[src/rtl/kl8_serial_rx.sv]
// 8N1 asynchronous receiver feeding the KL8 keyboard register: decodes rx into
// bytes and holds each one behind a sticky keyboard flag until KCC/KRB clears it.
module kl8_serial_rx #(
  parameter int clock_frequency = 100000000,
  parameter int baud_rate       = 115200
) (
  input  logic       clk,
  input  logic       resetn,
  input  logic       rx,
  input  logic       flag_clr,
  output logic [0:7] kbd_data,
  output logic       kbd_flag,
  output logic       overrun,
  output logic       framing_err,
  output logic       busy
);

  // Clocks per bit, rounded to nearest; must be at least 8.
  localparam int DIV = (clock_frequency + baud_rate / 2) / baud_rate;
  localparam logic [15:0] HALF_LOAD = 16'(DIV / 2 - 1);
  localparam logic [15:0] FULL_LOAD = 16'(DIV - 1);

  typedef enum logic [2:0] {
    IDLE,
    START,
    DATA,
    STOP,
    DONE,
    BRK
  } state_t;

  state_t      state;
  state_t      state_next;
  logic        sync_1;
  logic        rxs;
  logic [15:0] tmr;
  logic [15:0] tmr_next;
  logic [2:0]  bitn;
  logic [2:0]  bitn_next;
  logic [7:0]  shreg;
  logic [7:0]  shreg_next;
  logic        stop_bit;
  logic        stop_bit_next;
  logic        tmr_zero;

  assign tmr_zero = (tmr == 16'd0);
  assign busy     = (state != IDLE);

  always_ff @(posedge clk) begin
    if (!resetn) begin
      sync_1 <= 1'b1;
      rxs    <= 1'b1;
    end else begin
      sync_1 <= rx;
      rxs    <= sync_1;
    end
  end

  always_ff @(posedge clk) begin
    if (!resetn) begin
      state    <= IDLE;
      tmr      <= 16'd0;
      bitn     <= 3'd0;
      shreg    <= 8'd0;
      stop_bit <= 1'b1;
    end else begin
      state    <= state_next;
      tmr      <= tmr_next;
      bitn     <= bitn_next;
      shreg    <= shreg_next;
      stop_bit <= stop_bit_next;
    end
  end

  // DONE is the one-cycle slot after the stop sample in which the byte is
  // published; it keeps busy high until the same edge that raises kbd_flag.
  always_comb begin
    state_next    = state;
    tmr_next      = tmr;
    bitn_next     = bitn;
    shreg_next    = shreg;
    stop_bit_next = stop_bit;
    case (state)
      IDLE: begin
        if (!rxs) begin
          tmr_next   = HALF_LOAD;
          state_next = START;
        end
      end
      START: begin
        if (!tmr_zero) begin
          tmr_next = tmr - 16'd1;
        end else if (rxs) begin
          state_next = IDLE;
        end else begin
          tmr_next   = FULL_LOAD;
          bitn_next  = 3'd0;
          state_next = DATA;
        end
      end
      DATA: begin
        if (!tmr_zero) begin
          tmr_next = tmr - 16'd1;
        end else begin
          shreg_next = {rxs, shreg[7:1]};
          tmr_next   = FULL_LOAD;
          bitn_next  = bitn + 3'd1;
          if (bitn == 3'd7) begin
            state_next = STOP;
          end
        end
      end
      STOP: begin
        if (!tmr_zero) begin
          tmr_next = tmr - 16'd1;
        end else begin
          stop_bit_next = rxs;
          state_next    = DONE;
        end
      end
      DONE: begin
        state_next = stop_bit ? IDLE : BRK;
      end
      BRK: begin
        if (rxs) begin
          state_next = IDLE;
        end
      end
      default: begin
        state_next = IDLE;
      end
    endcase
  end

  // A completion always wins over flag_clr; a coincident clear still drops any
  // pending overrun so KCC leaves the register holding exactly one fresh byte.
  always_ff @(posedge clk) begin
    if (!resetn) begin
      kbd_data    <= 8'd0;
      kbd_flag    <= 1'b0;
      overrun     <= 1'b0;
      framing_err <= 1'b0;
    end else if (state == DONE) begin
      kbd_data    <= shreg;
      kbd_flag    <= 1'b1;
      framing_err <= ~stop_bit;
      overrun     <= ~flag_clr & (overrun | kbd_flag);
    end else if (flag_clr) begin
      kbd_flag <= 1'b0;
      overrun  <= 1'b0;
    end
  end

endmodule

[config.mk]
export PLATFORM = sky130hd
export DESIGN_NAME = kl8_serial_rx
export DESIGN_NICKNAME = d
export VERILOG_FILES = /design/src/rtl/kl8_serial_rx.sv
export SDC_FILE = /design/constraint.sdc
export NUM_CORES = 1
export LEC_CHECK = 0
export BUFFER_PORTS_ARGS = -buffer_cell sky130_fd_sc_hd__buf_2
export CAP_MARGIN = 20
export CORE_UTILIZATION = 40
export DETAILED_ROUTE_END_ITERATION = 16
export GPL_TIMING_DRIVEN = 0
export PLACE_DENSITY_LB_ADDON = 0.25
export RECOVER_POWER = 25
export SLEW_MARGIN = 10
export SYNTH_ARGS = -nofsm -noshare
export SYNTH_HDL_FRONTEND = slang
export SYNTH_SLANG_ARGS = --single-unit
[constraint.sdc]
create_clock -name clk -period 1.89 [get_ports clk]
set_input_delay 0.189 -clock clk [delete_from_list [all_inputs] [get_ports clk]]
set_output_delay 0.189 -clock clk [all_outputs]
set_load 0.01 [all_outputs]
After elaboration in Yosys (flattened, before gate mapping):

Cells that the tools add are included.

* register bits: 44
* output and inout port bits: 12
* input bits: 4

* reduce and logical (&&, ||, !) cells: 11
* bitwise gates (word level): 4
* add/sub/neg operators: 2
* equality and inequality tests: 15
* muxes and demuxes: 22

Operators with widths (count)
* 2-to-1 mux 16 bit: 5
* case mux 16 bit (4 select lines): 1
* 2-to-1 mux 3 bit: 10
* case mux 3 bit (6 select lines): 1
* zero test 16 bit: 1
* inequality test 2 bit (second input constant): 8
* subtractor 16 x 1 -> 16 bit (second input constant): 1
* equality test 3 bit (second input constant): 3
* AND reduction 4 bit: 2
* equality test 3 x 2 -> 1 bit (second input constant): 2
* case mux 3 bit (2 select lines): 1
* AND reduction 6 bit: 1
* AND reduction 2 bit: 2
* nonzero test 2 bit: 2
* nonzero test 4 bit: 1
* adder 3 x 1 -> 3 bit (second input constant): 1
* equality test 3 x 1 -> 1 bit (second input constant): 1
* zero test 3 bit: 1
* 2-to-1 mux 1 bit: 3
* inequality test 3 bit (second input constant): 1
* nonzero test 3 bit: 1
* 2-to-1 mux 2 bit: 1
* NOT 1 bit: 2
* AND 1 bit: 1
* bitwise OR 1 bit: 1

Longest topological paths before layout:

* depth in word-level cells: 4
* gate-level depth with buffers: 8

Least setup slack after synthesis:

OpenSTA, ideal clock, no wires.

* kind: register to register
* start point: register tmr[0]
* end point: register tmr[8]
* data required time: 1.773 ns
* stages on the path, launching flop included: 8
* setup slack: 0.006 ns
* period minus slack after synthesis: 1.884 ns
* arrival: 1.767 ns
* cells stage by stage: dfxtp_1 -> inv_1 -> ha_1 -> nor4b_1 -> nand4_2 -> buf_2 -> a211o_1 -> a32o_1

* cells in the longest elaborated chain, start to end: 3
* elaborated cells on any way between the ends: 9

RTL lines
* start, declared: line 36 `logic [15:0] tmr;`
* start signal, assigned: line 68 `tmr <= tmr_next;`
* subtractor 16 x 1 -> 16 bit / zero test 16 bit (equally long branches)
* 2-to-1 mux 16 bit (tied with other cells): line 114 `if (!tmr_zero) begin`
* case mux 16 bit (4 select lines) / AND reduction 4 bit (equally long branches)

Several ways; a longest one is shown, not always the timed one. The select of a mux whose other input is x is not followed.
A chain may end at the register's enable or synchronous reset.

Worst setup path after layout:

* start point: register tmr[8]
* end point: register tmr[8]

The elaborated chain is that of the path after synthesis.

==> results.py <==
metrics = {
    "placed_design": {
        "gp_congestion": 0.881,
        "post-place-cells": 353,
        "dp_hpwl_um": 3690,
        "pre_cts_ws_ns": -0.316,
        "placed_cell_area_um2": 2360,
        "io_buffers": 15,
    },
    "drt": {
        "ant_nets": 0,
        "via_per_inst": 5.72,
        "vias": 2116,
        "firstDrtPassIters": 4,
        "wire_per_inst_um": 15.4,
        "drc_errors": 0,
        "routed_wl_um": 5690,
        "dr.first_iter.drc_count": 245,
    },
    "critical_path": {
        "end_kind": "register",
        "critPathTopFamily": "simple AND/OR/NAND/NOR gates",
        "crit_path_max_incr_delay_ns": 0.37,
        "worstPathArrival_ns": 2.06,
        "startpoint_type": "register",
        "path_max_fanout": 10,
        "worstSetupEndpoint": "tmr[8]",
        "crit_start": "tmr[8]",
        "path_buf_inv": 2,
        "critPathKind": "register to register",
        "cp_cell_sequence": "nor4_4 -> buf_4 -> nand4_4 -> buf_6 -> a211o_1 -> a32o_1",
        "slowest_stage": "dfxtp_2",
        "reg2reg_slack_ns": 0.02,
        "crit_required_ns": 2.08,
        "r2r_cells": 6,
        "crit_cells": 6,
        "r2r_end": "tmr[8]",
        "r2r-start": "tmr[8]",
    },
    "layout": {
        "final_cell_area_um2": 2700,
        "antenna-diode-count": 0,
        "drive_gt1_share_pct": 21.0,
        "fin_nets": 307,
        "instances_no_fill": 370,
        "syn2layout_area_growth_pct": 22.8,
        "fin_util_pct": 51.9,
        "nFillCells": 512,
    },
    "global_routing": {
        "antenna_found_initial": 0,
        "grt_pass1_vias": 1960,
        "grt_max_degree": 15,
        "grt_pass1_wl_um": 9140,
        "grt.total_usage_pct": 19.5,
        "grt_overflow": 0,
    },
    "timing": {
        "hold_violations": 0,
        "min_period_ns": 1.87,
        "maxSlewViolCount": 0,
        "relSlewSlack_pct": 62.1,
        "setup_viol": 0,
        "skew_ns": 0.0105,
        "tightest_slew_ns": 0.565,
        "post-route-period-util_pct": 98.9,
        "max_freq_ghz": 0.535,
        "fin_ws_ns": 0.0216,
    },
    "die": {
        "io_pins": 16,
        "die_w_um": 76.2,
        "die_y_um": 76.2,
        "die_area_um2": 5800,
        "fp.coreArea_um2": 5200,
        "fp-row-count": 26,
        "start_util_pct": 42.3,
    },
    "yosys": {
        "yosysMostFrequentCell": "dfxtp_1",
        "synthTopCellsByCount": "44 x dfxtp_1, 32 x nand2_1, 29 x a21oi_1",
        "synth_top_flop_cell": "dfxtp_1",
        "synth_top_area_cell": "dfxtp_1",
        "syn_nets": 276,
        "yosysSeqAreaShare_pct": 40.0,
        "netlist_instances": 268,
        "synthTopCellsByArea": "dfxtp_1 40%, a21oi_1 6.6%, nand2_1 5.5%",
        "avgSynthCellArea_um2": 8.21,
        "synth-seq-cells": 44,
        "synth_edf_count": 0,
        "synth_top_area_share_pct": 40.0,
        "synthArstFlopShare_pct": 0,
        "yosysWarnings": 0,
        "ys_types": 48,
        "syn-cell-area_um2": 2200,
    },
    "power_and_ir_drop": {
        "irDropWorstVdd_v": 0.000549,
        "p_leak_nw": 1.02,
        "p_per_area_nw_per_um2": 1430,
        "power_mw": 3.87,
    },
    "hold_path": {
        "hold_class": "input port to register",
    },
    "clock_network": {
        "cts_hold_buffers": 0,
        "clk_path_buf_depth": 2,
        "cts.clk_slew.worst_paths_ns": 0.09,
        "clkLatencyLatePin_ns": 0.30,
        "numClockSinks": 44,
        "htreeDepth": 2,
        "ctsRootBufferMaster": "clkbuf_8",
        "cts_made_buffers": 5,
        "cts_tree": "done",
    },
    "flow_run": {
        "cap_violations": 0,
    },
    "run_status": {
        "status": "finished, final reports clean",
    },
}
[stage by stage]
step,hold slack [ns],TNS (ns)
after floorplan,0.268,0
after global placement,0.365,-3.83
after detailed placement,0.375,-5.06
after CTS,0.0555,0
after global routing,0.0520,-0.108
final,0.0653,0
[power breakdown]
| group | internal (mW) | switching [mW] |
|---|---|---|
| logic | 0.828 | 1.07 |
| registers | 1.03 | 0.155 |
| clock network | 0.433 | 0.346 |
| total | 2.29 | 1.57 |
[routing by layer]
layer	share of wire, %	GRT usage, %
met3	6.0	5.27
met5	0	0
met2	47	31.6
met1	46	24.8
met4	1.3	6.73
[repair_timing]
item | in CTS | in global routing
cloned | 0 | 1
setup endpoints to repair | 31 | 28
gates resized for setup | 14 | 33
buffers inserted | 6 | 4
hold endpoints to repair | 0 | 0
pin swaps | 3 | 7
[cell type report]
type	count	area, um^2	area share, %
Multi-Input combinational cell	202	1360	50.4
Sequential cell	44	886	32.8
Timing Repair Buffer	26	144	5.33
Tap cell	70	87.6	3.24
Clock buffer	6	82.6	3.06
Buffer	14	75.1	2.78
Clock inverter	2	38.8	1.44
Inverter	6	25.0	0.927
[registers in the layout (all words and copies together) (netlist names), 3 cells and up]
signal / flops
tmr: 16
kbd_data: 8
shreg: 8
bitn: 3
state: 3
[worst reg2reg max path, stage by stage (launching register included)]
cell	delay (ns)
dfxtp_2	0.37
nor4_4	0.33
buf_4	0.19
nand4_4	0.17
buf_6	0.21
a211o_1	0.27
a32o_1	0.23
[logic make-up (layout without fill, tap and decap cells)]
family                   Yosys count  after routing  synth area share [%]
AO/OA/AOI/OAI                     78             78                  22.4
XOR/XNOR                           1              1                 0.398
adder cells (fa/ha/maj)            4              4                  2.28
buffers and inverters             22             54                  4.10
flip-flops                        44             44                  40.0
multiplexers                      12             12                  5.52
AND/OR/NAND/NOR                  107            107                  25.3
[worst min-delay path by stage]
stage,endpoint,depth (start not counted),from
5_1_grt,overrun,2,flag_clr
3_3_place_gp,overrun,2,flag_clr
3_5_place_dp,overrun,2,flag_clr
6_report,overrun,2,flag_clr
2_1_floorplan,overrun,1,flag_clr
4_1_cts,overrun,2,flag_clr
[cells in the final DEF, fill, tap and decap left out, drive strengths merged, types with 5 or more instances in the layout]
master  count
dfxtp      44
nand2      33
a21oi      29
clkbuf     27
nor2       24
buf        19
o21ai      14
nand3      12
mux2i      11
nor3        9
a31oi       6
inv         6
o31ai       5
(Power assumes the default switching activity.)
